### src/rtl/keynsham_bus_arbiter.sv
// Two-master (instruction/data) to one-slave bus arbiter.
// Round-robin between the masters, one outstanding slave transaction at a time,
// and a watchdog that turns a silent slave into an ack+error completion.
module keynsham_bus_arbiter #(
    parameter int unsigned TIMEOUT = 256,
    parameter int unsigned CNT_W   = 9
) (
    input  logic        clk,
    input  logic        rst,
    // instruction master
    input  logic        i_access,
    input  logic [29:0] i_addr,
    output logic [31:0] i_data,
    output logic        i_ack,
    output logic        i_error,
    // data master
    input  logic        d_access,
    input  logic [29:0] d_addr,
    input  logic [31:0] d_wr_val,
    input  logic        d_wr_en,
    input  logic [3:0]  d_bytesel,
    output logic [31:0] d_data,
    output logic        d_ack,
    output logic        d_error,
    // slave port
    output logic        m_access,
    output logic [29:0] m_addr,
    output logic [31:0] m_wr_val,
    output logic        m_wr_en,
    output logic [3:0]  m_bytesel,
    input  logic [31:0] m_data,
    input  logic        m_ack,
    input  logic        m_error
);

    typedef enum logic [1:0] {
        StIdle,
        StIssue,
        StWait,
        StResp
    } state_e;

    // Last counter value still inside the watchdog window.
    localparam logic [CNT_W-1:0] CntLast = CNT_W'(TIMEOUT - 1);

    state_e           state_q, state_d;
    logic             i_pend_q, i_pend_d;
    logic             d_pend_q, d_pend_d;
    logic             gnt_data_q, gnt_data_d;   // 1: data master owns the slave
    logic             last_data_q, last_data_d; // 1: data master was served last
    logic [CNT_W-1:0] cnt_q, cnt_d;
    logic [29:0]      addr_q, addr_d;
    logic [31:0]      wr_val_q, wr_val_d;
    logic             wr_en_q, wr_en_d;
    logic [3:0]       bytesel_q, bytesel_d;
    logic [31:0]      rdata_q, rdata_d;
    logic             rerr_q, rerr_d;
    logic             resp;
    logic             timeout_hit;
    logic             pick_data;

    // Master-facing responses and the slave request, all decoded from registered state.
    always_comb begin
        resp      = (state_q == StResp);
        i_ack     = resp && !gnt_data_q;
        d_ack     = resp && gnt_data_q;
        i_data    = i_ack ? rdata_q : 32'h0;
        i_error   = i_ack && rerr_q;
        d_data    = d_ack ? rdata_q : 32'h0;
        d_error   = d_ack && rerr_q;
        m_access  = (state_q == StIssue);
        m_addr    = addr_q;
        m_wr_val  = wr_val_q;
        m_wr_en   = wr_en_q;
        m_bytesel = bytesel_q;
    end

    // Pending latches: a new request wins over the clear in its own ack cycle,
    // and a repeat request while already pending just leaves the latch set.
    always_comb begin
        i_pend_d = i_access | (i_pend_q & ~i_ack);
        d_pend_d = d_access | (d_pend_q & ~d_ack);
    end

    // Watchdog expiry; TIMEOUT of zero disables it entirely.
    always_comb begin
        timeout_hit = (TIMEOUT != 0) && (cnt_q == CntLast);
    end

    // Round-robin choice: data wins when it is the only requester or when
    // instruction was served last.
    always_comb begin
        pick_data = d_pend_q && (!i_pend_q || !last_data_q);
    end

    // Next-state and datapath for the transaction sequencer.
    always_comb begin
        state_d     = state_q;
        gnt_data_d  = gnt_data_q;
        last_data_d = last_data_q;
        cnt_d       = cnt_q;
        addr_d      = addr_q;
        wr_val_d    = wr_val_q;
        wr_en_d     = wr_en_q;
        bytesel_d   = bytesel_q;
        rdata_d     = rdata_q;
        rerr_d      = rerr_q;

        case (state_q)
            StIdle: begin
                if (i_pend_q || d_pend_q) begin
                    gnt_data_d = pick_data;
                    if (pick_data) begin
                        addr_d    = d_addr;
                        wr_val_d  = d_wr_val;
                        wr_en_d   = d_wr_en;
                        bytesel_d = d_bytesel;
                    end else begin
                        // Instruction fetches are always full-word reads.
                        addr_d    = i_addr;
                        wr_val_d  = 32'h0;
                        wr_en_d   = 1'b0;
                        bytesel_d = 4'b1111;
                    end
                    state_d = StIssue;
                end
            end

            StIssue: begin
                cnt_d   = '0;
                state_d = StWait;
            end

            StWait: begin
                if (m_ack) begin
                    rdata_d = m_data;
                    rerr_d  = m_error;
                    state_d = StResp;
                end else if (timeout_hit) begin
                    rdata_d = 32'h0;
                    rerr_d  = 1'b1;
                    state_d = StResp;
                end else begin
                    cnt_d = cnt_q + CNT_W'(1);
                end
            end

            StResp: begin
                last_data_d = gnt_data_q;
                state_d     = StIdle;
            end

            default: begin
                state_d = StIdle;
            end
        endcase
    end

    // State register; reset abandons any transaction and drops pending requests.
    always_ff @(posedge clk or posedge rst) begin
        if (rst) begin
            state_q     <= StIdle;
            i_pend_q    <= 1'b0;
            d_pend_q    <= 1'b0;
            gnt_data_q  <= 1'b0;
            last_data_q <= 1'b0;
            cnt_q       <= '0;
            addr_q      <= 30'h0;
            wr_val_q    <= 32'h0;
            wr_en_q     <= 1'b0;
            bytesel_q   <= 4'h0;
            rdata_q     <= 32'h0;
            rerr_q      <= 1'b0;
        end else begin
            state_q     <= state_d;
            i_pend_q    <= i_pend_d;
            d_pend_q    <= d_pend_d;
            gnt_data_q  <= gnt_data_d;
            last_data_q <= last_data_d;
            cnt_q       <= cnt_d;
            addr_q      <= addr_d;
            wr_val_q    <= wr_val_d;
            wr_en_q     <= wr_en_d;
            bytesel_q   <= bytesel_d;
            rdata_q     <= rdata_d;
            rerr_q      <= rerr_d;
        end
    end

endmodule

### config.mk
export PLATFORM = sky130hd
export DESIGN_NAME = keynsham_bus_arbiter
export DESIGN_NICKNAME = d
export VERILOG_FILES = /design/src/rtl/keynsham_bus_arbiter.sv
export SDC_FILE = /design/constraint.sdc
export NUM_CORES = 1
export LEC_CHECK = 0
export ABC_AREA = 1
export CAP_MARGIN = 20
export CORE_ASPECT_RATIO = 1.4
export CORE_MARGIN = 2
export CORE_UTILIZATION = 36
export CTS_CLUSTER_SIZE = 16
export DETAILED_ROUTE_END_ITERATION = 10
export HOLD_SLACK_MARGIN = 0.1
export PLACE_DENSITY = 0.78
export SETUP_SLACK_MARGIN = 0.2
export SYNTH_ARGS = -nofsm -noshare
export SYNTH_HDL_FRONTEND = slang
export SYNTH_SLANG_ARGS = --single-unit
### constraint.sdc
create_clock -name clk -period 4.3 [get_ports clk]
set_input_delay 1.29 -clock clk [delete_from_list [all_inputs] [get_ports clk]]
set_output_delay 1.29 -clock clk [all_outputs]
set_load 0.01 [all_outputs]
# == Word-level counts from Yosys, hierarchy flattened ==
# Cells that the tools add are included.
# op_classes
addsub,1
eq_ne,8
muxes,17
bitwise_logic,6
reduce_logical,17
# op_table
op,n
32-bit two-way mux,5
30-bit two-way mux,1
9-bit two-way mux,2
9-bit case mux with 2 select lines,1
9-bit by 1-bit adder with 9-bit output (second input constant),1
9-bit by 8-bit equality test with 1-bit output (second input constant),1
2-bit case mux with 4 select lines,1
2-bit two-way mux,3
2-bit inequality test (second input constant),3
2-bit AND reduction,3
1-bit logical AND,5
2-bit equality test (second input constant),2
4-bit two-way mux,1
2-bit nonzero test,2
1-bit logical NOT,3
1-bit two-way mux,3
3-bit inequality test (second input constant),1
3-bit AND reduction,1
1-bit bitwise AND,2
2-bit by 1-bit equality test with 1-bit output (second input constant),1
2-bit logical NOT,1
1-bit logical OR,2
1-bit inverter,2
1-bit bitwise OR,2
# word_totals
reg_bits,115
inputBits,135
output_inout_bits,136
wordCells,61

# == Depth between registers and ports, before layout ==
# Gate-level depths: netlist (run 1).
# depth
word_depth,5
mapped_depth,11
mapped_depth_nobuf,11

# == Worst setup path before layout (run 1) ==
# No wires, ideal clock.
# synth_path
kind,reg2out
from,register state_q[0]
to,output port i_data[10]
arrival_ps,1162
t_required_ps,3010
setup_slack_ps,1848
stages_incl_launch_ff,5
path_buffers,1
cell_sequence,dfrtp_1 > ha_1 > nand2_1 > clkbuf_1 > nor2_1
# synth_between
elab_chain_cells,3
# synth_rtl
element,line_no,rtl
"start, declared",46,"state_e state_q, state_d;"
"start signal, assigned",162,state_q <= StIdle;
"start signal, assigned",175,state_q <= state_d;
2-bit equality test,64,resp = (state_q == StResp);
1-bit logical AND,65,i_ack = resp && !gnt_data_q;
32-bit two-way mux,67,i_data = i_ack ? rdata_q : 32'h0;
"end, declared",13,"output logic [31:0] i_data,"
# No other way between the ends.

# == Final worst setup path (run 1) ==
# layout_path
from,register state_q[0]
to,output port d_ack
# layout_between
elab_chain_cells,2
# layout_rtl
element,line_no,rtl
2-bit equality test,64,
1-bit logical AND,66,d_ack = resp && gnt_data_q;
"end, declared",23,"output logic d_ack,"
# No other way between the ends.

==> results of run 1 <==
[kinds of logic after synthesis]
family	Yosys count	share of synthesized area, %
buffers and inverters	85	7.20
AO/OA/AOI/OAI	148	17.9
AND/OR/NAND/NOR	205	16.1
adder cells (fa/ha/maj)	7	1.74
flip-flops	115	57.1
[sequential cells by signal, summed over array words and instances (netlist names), 2 cells and up]
signal and flops:
state_q 2, rdata_q 32, m_bytesel 4, m_addr 30, m_wr_val 32, cnt_q 9
[layout by cell type, fill, tap and decap left out, types with 3 or more instances in the layout]
cell and n:
sky130_fd_sc_hd__inv_6 3, sky130_fd_sc_hd__bufinv_16 3, sky130_fd_sc_hd__a21oi_1 6, sky130_fd_sc_hd__ha_1 7, sky130_fd_sc_hd__buf_4 6, sky130_fd_sc_hd__dfrtp_1 115, sky130_fd_sc_hd__o21ai_1 22, sky130_fd_sc_hd__o22a_1 4
sky130_fd_sc_hd__a22o_1 33, sky130_fd_sc_hd__clkdlybuf4s50_1 270, sky130_fd_sc_hd__clkinvlp_4 4, sky130_fd_sc_hd__clkinv_4 4, sky130_fd_sc_hd__o21bai_1 3, sky130_fd_sc_hd__nor2_1 108, sky130_fd_sc_hd__inv_1 50, sky130_fd_sc_hd__nand3_1 8
sky130_fd_sc_hd__nand2_1 82, sky130_fd_sc_hd__o21ai_0 77, sky130_fd_sc_hd__inv_2 3, sky130_fd_sc_hd__clkbuf_16 17
[cells in the mapped netlist (3+ instances only)]
| cell | count | share of area, % |
|---|---|---|
| sky130_fd_sc_hd__a21oi_1 | 6 | 0.60 |
| sky130_fd_sc_hd__a22o_1 | 33 | 5.7 |
| sky130_fd_sc_hd__buf_2 | 17 | 1.7 |
| sky130_fd_sc_hd__buf_4 | 4 | 0.60 |
| sky130_fd_sc_hd__clkbuf_1 | 9 | 0.67 |
| sky130_fd_sc_hd__dfrtp_1 | 115 | 57 |
| sky130_fd_sc_hd__ha_1 | 7 | 1.7 |
| sky130_fd_sc_hd__inv_1 | 51 | 3.8 |
| sky130_fd_sc_hd__inv_2 | 3 | 0.22 |
| sky130_fd_sc_hd__nand2_1 | 82 | 6.1 |
| sky130_fd_sc_hd__nand3_1 | 8 | 0.79 |
| sky130_fd_sc_hd__nor2_1 | 108 | 8.0 |
| sky130_fd_sc_hd__o21ai_0 | 77 | 7.6 |
| sky130_fd_sc_hd__o21ai_1 | 22 | 2.2 |
| sky130_fd_sc_hd__o21bai_1 | 3 | 0.45 |
| sky130_fd_sc_hd__o22a_1 | 4 | 0.69 |
[layer usage]
metal | vias to the layer above | wire [µm] | GRT usage (%)
met3 | 24 | 720 | 4.82
met2 | 163 | 8320 | 36.3
li1 | 2351 | - | -
met5 | - | 0 | 0
met1 | 2300 | 6280 | 24.3
met4 | 0 | 377 | 8.96
[final timing paths]
kind | depth (start not counted) | end | slack [ns]
worst max register to register | 9 | rdata_q[11] | 1.87
worst min-delay path | 2 | m_addr[12] | 0.49
worst min register to register | 2 | m_addr[12] | 0.49
max in group asynchronous | 3 | m_addr[3] | 2.08
worst max-delay path | 5 | d_ack | 0.78
min in group asynchronous | 2 | m_wr_val[25] | 1.40
[per-stage QoR]
stage | hold WS, ns | total power [µW] | cells | area (µm²)
floorplan | 0.479 | 3280 | 560 | 5050
global placement | 0.467 | 4540 | 991 | 7890
detailed placement | 0.477 | 4590 | 991 | 7890
CTS | 0.491 | 6070 | 1023 | 8500
global route | 0.505 | 6410 | 1023 | 8500
finish | 0.488 | 6000 | 1023 | 8500
[cell type report]
cell class | instances | area (µm²)
clock buffers | 18 | 439
fillers | 1195 | 5280
clock inverters | 14 | 179
inverters | 54 | 206
flip-flops and latches | 115 | 2880
repair buffers | 277 | 2770
well taps | 185 | 231
multi-input cells | 360 | 1800
[power by group through the flow]
| stage | clock network, µW | logic (µW) | registers, µW |
|---|---|---|---|
| after floorplan | 0 | 1320 | 1960 |
| after global placement | 0 | 2730 | 1810 |
| after detailed placement | 0 | 2760 | 1830 |
| after CTS | 1480 | 2770 | 1820 |
| after global routing | 1530 | 3000 | 1870 |
| final | 1450 | 2740 | 1820 |
[worst max-delay path: stages (launching register included)]
cell and delay (ns):
sky130_fd_sc_hd__dfrtp_1 0.41, sky130_fd_sc_hd__ha_1 0.24, sky130_fd_sc_hd__nand2_1 0.25, sky130_fd_sc_hd__buf_4 0.34
sky130_fd_sc_hd__inv_1 0.10, sky130_fd_sc_hd__clkdlybuf4s50_1 0.49
==> impl_summary.log, run 1 <==
[metrics] worst slew margin relative to its limit: between 40% and 50%
[metrics] Arrival @ worst endpoint: around 2.2 ns
[metrics] number of setup buffers added after CTS: 0
[metrics] site row count: 51
[metrics] starting density of the core: about 37%
[metrics] Min Clock Period, post-route: 3.52 ns
[metrics] part of the total power dissipated in the clock network: ~24%
[metrics] pin count of the biggest net entering global routing: 65
[metrics] startpoint-to-endpoint class of the critical path: reg2out
[metrics] post-synthesis sequential area ratio: between 50% and 60%
[metrics] Core Area: about 14,000 µm²
[metrics] largest voltage drop on the vdd net: around 0.31 mV
[metrics] final core utilization: 61.7%
[metrics] Distinct cells, synth: 27
[metrics] count of endpoints failing setup in the final report: 0
[metrics] via count of the first global-routing pass: 4,661
[metrics] area added between synthesis and finish: 68.6%
[metrics] maximum clock frequency: 284 MHz
[metrics] Vias: approximately 4,800
[metrics] instance count of the mapped netlist: between 500 and 600
[metrics] first-iteration detailed-routing DRC count: ~220
[metrics] maximum clock skew at final layout: 0.00931 ns
[metrics] vias per std cell: roughly 4.7
[metrics] Mapped Area: about 5000 µm²
[metrics] run status: finished, final reports clean
[metrics] share of total power in sequential cells: between 30% and 40%
[metrics] clock tree from TritonCTS: done
[metrics] total net switching power: 2190 µW
[metrics] worst min-delay path class: reg2reg
[metrics] CP max FO: 26
[metrics] deepest level of the CTS H-tree: 4
[metrics] final worst-path cycle share: approximately 82%
[metrics] FF-to-FF Start: cnt_q[0]
[metrics] count of warnings emitted by yosys: 0
[metrics] number of port buffers: 270
[metrics] half-perimeter wire length of the detailed placement result: between 10,000 and 15,000 µm
[metrics] crit path launch: state_q[0]
[metrics] launch point of the worst hold path: m_addr[12]
[metrics] required time reported for the critical path endpoint: approximately 3.0 ns
[metrics] number of synthesized flops with an enable pin: 0
[metrics] total negative slack: 0 ns
[metrics] ys flop type: sky130_fd_sc_hd__dfrtp_1
[metrics] antenna cells: 0
[metrics] DP Worst Slack: about 1.2 ns
[metrics] overall die area: roughly 15,000 µm²
[metrics] Final Worst Setup Slack: roughly 0.78 ns
[metrics] total gr overflow: 0
[metrics] total length of routed wires: 15,700 µm
[metrics] boundary pin count: ~270
[metrics] initial antenna violation count: 0
[metrics] share of post-route cells with drive strength above 1: between 5 and 6%
[metrics] clock sink total: 115
[metrics] Critical Path Source Type: flop
[metrics] GPL Wtd Cong: 0.786
[metrics] Crit. End Element: output port
[metrics] count of final hold-check violations: 0
[metrics] Max Cap Violations: 0
[metrics] flip-flop and latch count after synthesis: 115
[metrics] Gate power share: approximately 46%
[metrics] Internal Dissipation: ~3800 µW
[metrics] setup repair after global routing missed its margin: no
[metrics] leakage power total: between 0.003 and 0.004 µW
[metrics] total global-route track usage: 20.6%
[metrics] drt wl/cell: about 15 µm
[metrics] number of nets with antenna violations after detailed routing: 0
[metrics] power density relative to cell area: a little over 700 nW/µm²
[metrics] count of pins over their slew limit: 0
[metrics] clock latency of the later-clocked register in the worst-skew pair: ~0.40 ns
[metrics] CTS Hold Bufs: 0
[metrics] Initial DRT Pass Iterations: 5
[metrics] die boundary height: between 100 and 150 µm
[metrics] post-CTS resize count: 0
[metrics] nets in the synthesized netlist: roughly 700
[metrics] mean area per synthesized cell: between 9 and 10 µm²
[metrics] pin slew with the least headroom to its limit: between 0.8 and 0.9 ns
[metrics] # nets final: ~970
[metrics] width of the die: approximately 100 µm
[metrics] clock buffer count from CTS: 17
[metrics] async set-reset flop share out of synthesis: 100%
[metrics] switching share of power: between 30 and 40%
[metrics] clock-pin slew of the registers on the worst-case setup and hold paths: around 0.060 ns
[metrics] DRC violation count after routing: 0
[metrics] clk buf depth: 2
[metrics] root buffer cell: sky130_fd_sc_hd__clkbuf_16
[metrics] global-route wire length before repair: approximately 24,000 µm
(Power assumes the default switching activity.)
==> run 2: changes to the inputs <==
==> constraint.sdc (replaced) <==
create_clock -name clk -period 2.9 [get_ports clk]
set_input_delay 0.87 -clock clk [delete_from_list [all_inputs] [get_ports clk]]
set_output_delay 0.87 -clock clk [all_outputs]
set_load 0.01 [all_outputs]
==> run 2 against run 1 <==
  * Sequential power is 48% higher
  * Routed wire length is 3.6% higher
  * Design area is 0.43% higher
  * Worst hold slack worse by 0.0012 ns
  * Combinational power is 49% higher
  * Critical path depth stayed put
  * First-iteration DRC count is 4.1% lower
  * Global-route usage is 0.080 points higher
  * Core utilization is 0.26 points higher
  * Clock skew hardly changed
  * Clock power is 50% higher
  * Critical path type unchanged
  * Largest cell class unchanged
==> impl_summary.log, run 2 (synthesis results as in run 1) <==
[metrics] leakage power total: 0.00413 µW (+11%)
[metrics] number of nets with antenna violations after detailed routing: 0 (unchanged)
[metrics] boundary pin count: 271 (unchanged)
[metrics] longest individual stage delay on the worst path: 0.39 ns (-0.10 ns)
[metrics] power density relative to cell area: 1050 nW/µm² (+48%)
[metrics] CTS Hold Bufs: 0 (unchanged)
[metrics] total length of routed wires: 16,300 µm (+3.6%)
[metrics] maximum clock skew at final layout: 0.00955 ns (+0.000236 ns)
[metrics] startpoint-to-endpoint class of the critical path: reg2out
[metrics] final core utilization: 62.0% (+0.26 points)
[metrics] most common cell after layout, fill and taps aside: sky130_fd_sc_hd__clkdlybuf4s50_1
[metrics] initial antenna violation count: 0 (unchanged)
[metrics] non-filler instance count after layout: 1,030 (+0.68%)
[metrics] Critical Path Source Type: flop
[metrics] CP max FO: 8 (-69%)
[metrics] count of pins over their slew limit: 0 (unchanged)
[metrics] highest-count cells in the layout ignoring fill and taps: 201 x sky130_fd_sc_hd__clkdlybuf4s50_1, 115 x sky130_fd_sc_hd__dfrtp_1, 108 x sky130_fd_sc_hd__nor2_1
[metrics] maximum clock frequency: 397 MHz
[metrics] deepest level of the CTS H-tree: 4 (unchanged)
[metrics] count of endpoints failing setup in the final report: 0 (unchanged)
[metrics] Min Clock Period, post-route: approximately 2.5 ns
[metrics] pin slew with the least headroom to its limit: 0.695 ns (-0.153 ns)
[metrics] critical path cell sequence: ha_2 > nand2_1 > buf_4 > nor2_1 > dlygate4sd2_1
[metrics] area added between synthesis and finish: 69.4%
[metrics] total gr overflow: 0 (unchanged)
[metrics] global-route wire length before repair: 24,500 µm (+0.57%)
[metrics] clock sink total: 115 (unchanged)
[metrics] Vias: 4,916 (+1.6%)
[metrics] via count of the first global-routing pass: 4,750 (+1.9%)
[metrics] width of the die: 104 µm (unchanged)
[metrics] required time reported for the critical path endpoint: 2.03 ns (-0.98 ns)
[metrics] clock-pin slew of the registers on the worst-case setup and hold paths: 0.05 ns (about the same)
[metrics] antenna cells: 0 (unchanged)
[metrics] share of post-route cells with drive strength above 1: 6.75% (+1.0 points)
[metrics] Core Area: 13,800 µm² (unchanged)
[metrics] # nets final: 974 (+0.72%)
[metrics] number of fillers in the final layout: 1,215 (+1.7%)
[metrics] slowest CP cell: sky130_fd_sc_hd__dfrtp_1
[metrics] worst slew margin relative to its limit: 53.5% (+10 points)
[metrics] cell count after placement: 995 (+0.40%)
[metrics] root buffer cell: sky130_fd_sc_hd__clkbuf_16
[metrics] GPL Wtd Cong: 0.802 (+2.1%)
[metrics] clk buf depth: 2 (unchanged)
[metrics] number of port buffers: 270 (unchanged)
[metrics] run status: finished, final reports clean
[metrics] Arrival @ worst endpoint: 1.65 ns (-0.58 ns)
[metrics] site row count: 51 (unchanged)
[metrics] DRC violation count after routing: 0 (unchanged)
[metrics] worst min-delay path class: reg2reg
[metrics] clock buffer count from CTS: 17 (unchanged)
[metrics] drt wl/cell: 15.8 µm (+2.9%)
[metrics] clock tree from TritonCTS: done
[metrics] pin count of the biggest net entering global routing: 56 (-14%)
[metrics] Max Cap Violations: 0 (unchanged)
[metrics] overall die area: 15,000 µm² (unchanged)
[metrics] largest voltage drop on the vdd net: 0.537 mV (+71%)
[metrics] total negative slack: 0 ns (unchanged)
[metrics] Initial DRT Pass Iterations: 4 (-1)
[metrics] first-iteration detailed-routing DRC count: 213 (-4.1%)
[metrics] setup repair after global routing missed its margin: no
[metrics] vias per std cell: 4.77 (+0.92%)
[metrics] Crit. End Element: output port
[metrics] die boundary height: 144 µm (unchanged)
[metrics] final worst-path cycle share: ~87%
[metrics] Worst Hold Slack: 0.487 ns (-0.00123 ns)
[metrics] starting density of the core: 36.6% (unchanged)
[metrics] total global-route track usage: 20.7% (+0.080 points)
[metrics] clock latency of the later-clocked register in the worst-skew pair: 0.40 ns (about the same)
[metrics] count of final hold-check violations: 0 (unchanged)
[metrics] half-perimeter wire length of the detailed placement result: 11,400 µm (+1.5%)
[run 2: cell types whose count changed in the layout (fill, tap and decap cells not counted), sizes merged]
cell and delta:
buf +6, clkbuf +1, clkdlybuf4s50 -69, clkinv +2, clkinvlp -2, dlygate4sd2 +66
dlymetal6s2s +3
[run 2: stage by stage]
step,setup WS (ns),power [µW],area (µm²)
global route,0.277,9540,8540
global placement,0.465,6780,7940
detailed placement,0.426,6860,7940
finish,0.382,8950,8540
floorplan,0.631,4860,5050
CTS,0.140,9000,8500
[run 2: worst max-delay path: cells and delay by family (launching register included)]
kind | cells | cell delay, ns
fa+ha+maj | 1 | 0.21
buf+inv | 2 | 0.47
flops | 1 | 0.39
simple gates | 2 | 0.18
[run 2: path summary, 6_finish.rpt]
check                      startpoint          end  slack, ns  cells past startpoint
min in group asynchronous         rst   rdata_q[2]       0.78                      2
max in group asynchronous         rst    m_addr[2]       1.54                      3
min reg2reg                m_addr[16]   m_addr[16]       0.49                      2
max reg2reg                  cnt_q[0]  rdata_q[28]       0.63                      9
min                        m_addr[16]   m_addr[16]       0.49                      2
max                        state_q[0]   i_data[11]       0.38                      5
[run 2: where the power goes]
group	switching, µW	leakage (µW)	total, µW	internal (µW)
Clock	786	0.000301	2170	1390
Combinational	2190	0.00239	4090	1900
Sequential	341	0.00144	2690	2350
Total	3320	0.00413	8950	5630
[run 2: metal layers]
metal  routed length, µm  vias to the layer above  track usage [%]
met1                6550                     2340             24.9
li1                    -                     2369                -
met4                 569                        0             9.82
met2                8380                      172             35.7
met3                 764                       35             4.42
met5                   0                        -                0
[run 2: cell type report]
type / count / area (µm²) / share of cell area [%]
flip-flops and latches: 115 / 2880 / 33.7
multi-input cells: 360 / 1810 / 21.2
clock inverters: 14 / 178 / 2.08
well taps: 185 / 231 / 2.71
repair buffers: 284 / 2800 / 32.8
clock buffers: 18 / 439 / 5.14
inverters: 54 / 206 / 2.42
[run 2: what timing repair did]
item / 4_1_cts / 5_1_grt
gates cloned: 0 / 1
resized for setup: 70 / 4
setup endpoints to repair: 68 / 3
setup buffers: 2 / 0
==> run 3: changes to the inputs <==
--- a/config.mk
+++ b/config.mk
@@ -13,7 +13,7 @@
 export CTS_CLUSTER_SIZE = 16
 export DETAILED_ROUTE_END_ITERATION = 10
 export HOLD_SLACK_MARGIN = 0.1
-export PLACE_DENSITY = 0.78
+export PLACE_DENSITY = 0.75
 export SETUP_SLACK_MARGIN = 0.2
 export SYNTH_ARGS = -nofsm -noshare
 export SYNTH_HDL_FRONTEND = slang
==> run 3 against run 2 <==
  * Die area unchanged
  * Cell count barely moved
  * Critical endpoint is now m_access
  * Routed wire length shrank 3.5%
  * Largest power group unchanged
  * Highest routed layer unchanged
  * Non-clock buffer count is 1 lower
  * Clock-buffer cell count stayed put
==> impl_summary.log, run 3 (synthesis results as in run 1) <==
[metrics] switching share of power: 37.5% (+0.38 points)
[metrics] total area of multi-input combinational cells: 1800 µm² (-0.14%)
[metrics] clock buffer count from CTS: 17 (unchanged)
[metrics] required time reported for the critical path endpoint: 2.03 ns (about the same)
[metrics] CP max FO: 3 (-5)
[metrics] Max Cap Violations: 0 (unchanged)
[metrics] drt wl/cell: 15.2 µm (-3.4%)
[metrics] final worst-path cycle share: 89.8% (+3.0 points)
[metrics] initial antenna violation count: 0 (unchanged)
[metrics] area of all sequential standard cells: 2880 µm² (unchanged)
[metrics] GPL Wtd Cong: 0.799 (-0.40%)
[metrics] total gr overflow: 0 (unchanged)
[metrics] total net switching power: 3260 µW (-1.7%)
[metrics] # nets final: 973 (-0.10%)
[metrics] DP Worst Slack: 0.431 ns (+0.00519 ns)
[metrics] run status: finished, final reports clean
[metrics] worst slew margin relative to its limit: 57.4% (+3.9 points)
[metrics] share of post-route cells with drive strength above 1: 6.52% (-0.23 points)
[metrics] Min Clock Period, post-route: 2.61 ns (+0.0873 ns)
[metrics] total global-route track usage: 20.5% (-0.25 points)
[metrics] vias per std cell: 4.69 (-1.8%)
[metrics] Critical Path Source Type: flop
[metrics] maximum clock frequency: 384 MHz (-3.4%)
[metrics] maximum clock skew at final layout: 0.0101 ns (+0.000568 ns)
[metrics] number of nets with antenna violations after detailed routing: 0 (unchanged)
[metrics] clk buf depth: 2 (unchanged)
[metrics] first-iteration detailed-routing DRC count: 168 (-21%)
[metrics] count of pins over their slew limit: 0 (unchanged)
[metrics] half-perimeter wire length of the detailed placement result: 11,400 µm (+0.21%)
[metrics] startpoint-to-endpoint class of the critical path: reg2out
[metrics] worst min-delay path class: reg2reg
[metrics] Internal Dissipation: 5440 µW (-3.3%)
[metrics] Final Worst Setup Slack: 0.295 ns (-0.0873 ns)
[metrics] root buffer cell: sky130_fd_sc_hd__clkbuf_16
[metrics] pin count of the biggest net entering global routing: 62 (+11%)
[metrics] clock latency of the later-clocked register in the worst-skew pair: 0.40 ns (about the same)
[metrics] count of endpoints failing setup in the final report: 0 (unchanged)
[metrics] overall die area: 15,000 µm² (unchanged)
[metrics] Initial DRT Pass Iterations: 4 (unchanged)
[metrics] number of fillers in the final layout: 1,230 (+1.2%)
[metrics] setup repair after global routing missed its margin: yes
[metrics] highest-count cells in the layout ignoring fill and taps: 202 x sky130_fd_sc_hd__clkdlybuf4s50_1, 115 x sky130_fd_sc_hd__dfrtp_1, 108 x sky130_fd_sc_hd__nor2_1
[metrics] via count of the first global-routing pass: 4,696 (-1.1%)
[metrics] final core utilization: 61.4% (-0.54 points)
[metrics] boundary pin count: 271 (unchanged)
[metrics] power density relative to cell area: 1030 nW/µm² (-1.9%)
[metrics] Crit. End Element: output port
[metrics] site row count: 51 (unchanged)
[metrics] largest voltage drop on the vdd net: 0.560 mV (+4.3%)
[metrics] most common cell after layout, fill and taps aside: sky130_fd_sc_hd__clkdlybuf4s50_1
[metrics] Gate power share: 46.3% (+0.6 points)
[metrics] total negative slack: 0 ns (unchanged)
[metrics] area added between synthesis and finish: 67.9%
[metrics] cell count after placement: 996 (+0.10%)
[metrics] Arrival @ worst endpoint: 1.74 ns (+0.09 ns)
[metrics] count of final hold-check violations: 0 (unchanged)
[metrics] global-route wire length before repair: 24,300 µm (-1.1%)
[metrics] Core Area: 13,800 µm² (unchanged)
[metrics] DRC violation count after routing: 0 (unchanged)
[metrics] number of port buffers: 270 (unchanged)
[metrics] leakage power total: 0.00406 µW (-1.6%)
[metrics] pin slew with the least headroom to its limit: 0.638 ns (-0.0572 ns)
[metrics] non-filler instance count after layout: 1,029 (-0.097%)
[metrics] starting density of the core: 36.6% (unchanged)
[metrics] clock sink total: 115 (unchanged)
[metrics] deepest level of the CTS H-tree: 4 (unchanged)
[metrics] clock tree from TritonCTS: done
[metrics] part of the total power dissipated in the clock network: 22.7% (-1.6 points)
[metrics] share of total power in sequential cells: 31.0% (+1.0 points)
[metrics] Vias: 4,824 (-1.9%)
[metrics] width of the die: 104 µm (unchanged)
[metrics] total length of routed wires: 15,700 µm (-3.5%)
[metrics] die boundary height: 144 µm (unchanged)
[metrics] CTS Hold Bufs: 0 (unchanged)
[metrics] clock-pin slew of the registers on the worst-case setup and hold paths: 0.06 ns (about the same)
[metrics] antenna cells: 0 (unchanged)
[run 3: area by class of cell]
type	instances	share of cell area (%)
clock inverter	14	1.52
inverter	54	2.44
tap	185	2.73
clock buffer	18	5.19
timing repair buffer	283	32.8
sequential	115	34.0
multi-input combinational	360	21.3
[run 3: repair_timing]
action / 4_1_cts / 5_1_grt
buffers inserted: 0 / 1
resized for setup: 70 / 1
endpoints found under the setup margin: 68 / 1
[run 3: metal layers]
metal,part of all wire (%),vias to the layer above,track usage [%],routed length (µm)
li1,-,2370,-,-
met1,39,2280,24.0,6190
met5,0,-,0,0
met4,2.2,0,7.75,348
met3,4.6,25,4.46,720
met2,54,149,36.8,8430
[run 3: worst paths after layout]
check,from,to,slack [ns],cells after the start
worst max-delay path,state_q[1],m_access,0.29,4
worst min-delay path,m_addr[3],m_addr[3],0.48,2
worst max register to register,state_q[1],m_bytesel[2],0.83,7
worst min register to register,m_addr[3],m_addr[3],0.48,2
max in group asynchronous,rst,m_addr[9],1.68,3
min in group asynchronous,rst,rdata_q[5],0.93,3
[run 3: through the flow]
stage	power (µW)	hold WS, ns	area (µm²)
6_report	8700	0.485	8460
5_1_grt	9320	0.513	8460
2_1_floorplan	4860	0.479	5050
3_5_place_dp	6870	0.474	7960
4_1_cts	8790	0.488	8450
3_3_place_gp	6780	0.467	7960
[run 3: power groups by stage]
stage	Combinational, µW	Sequential (µW)	Clock (µW)
6_report	4030	2700	1980
5_1_grt	4440	2780	2100
4_1_cts	4070	2700	2030
3_5_place_dp	4150	2710	0
3_3_place_gp	4100	2690	0
2_1_floorplan	1960	2900	0
[run 3: critical path, cell delays in order, from the launching register on]
cell and delay (ns):
sky130_fd_sc_hd__dfrtp_1 0.39, sky130_fd_sc_hd__buf_4 0.15, sky130_fd_sc_hd__inv_1 0.10, sky130_fd_sc_hd__ha_1 0.16
sky130_fd_sc_hd__clkdlybuf4s50_1 0.54
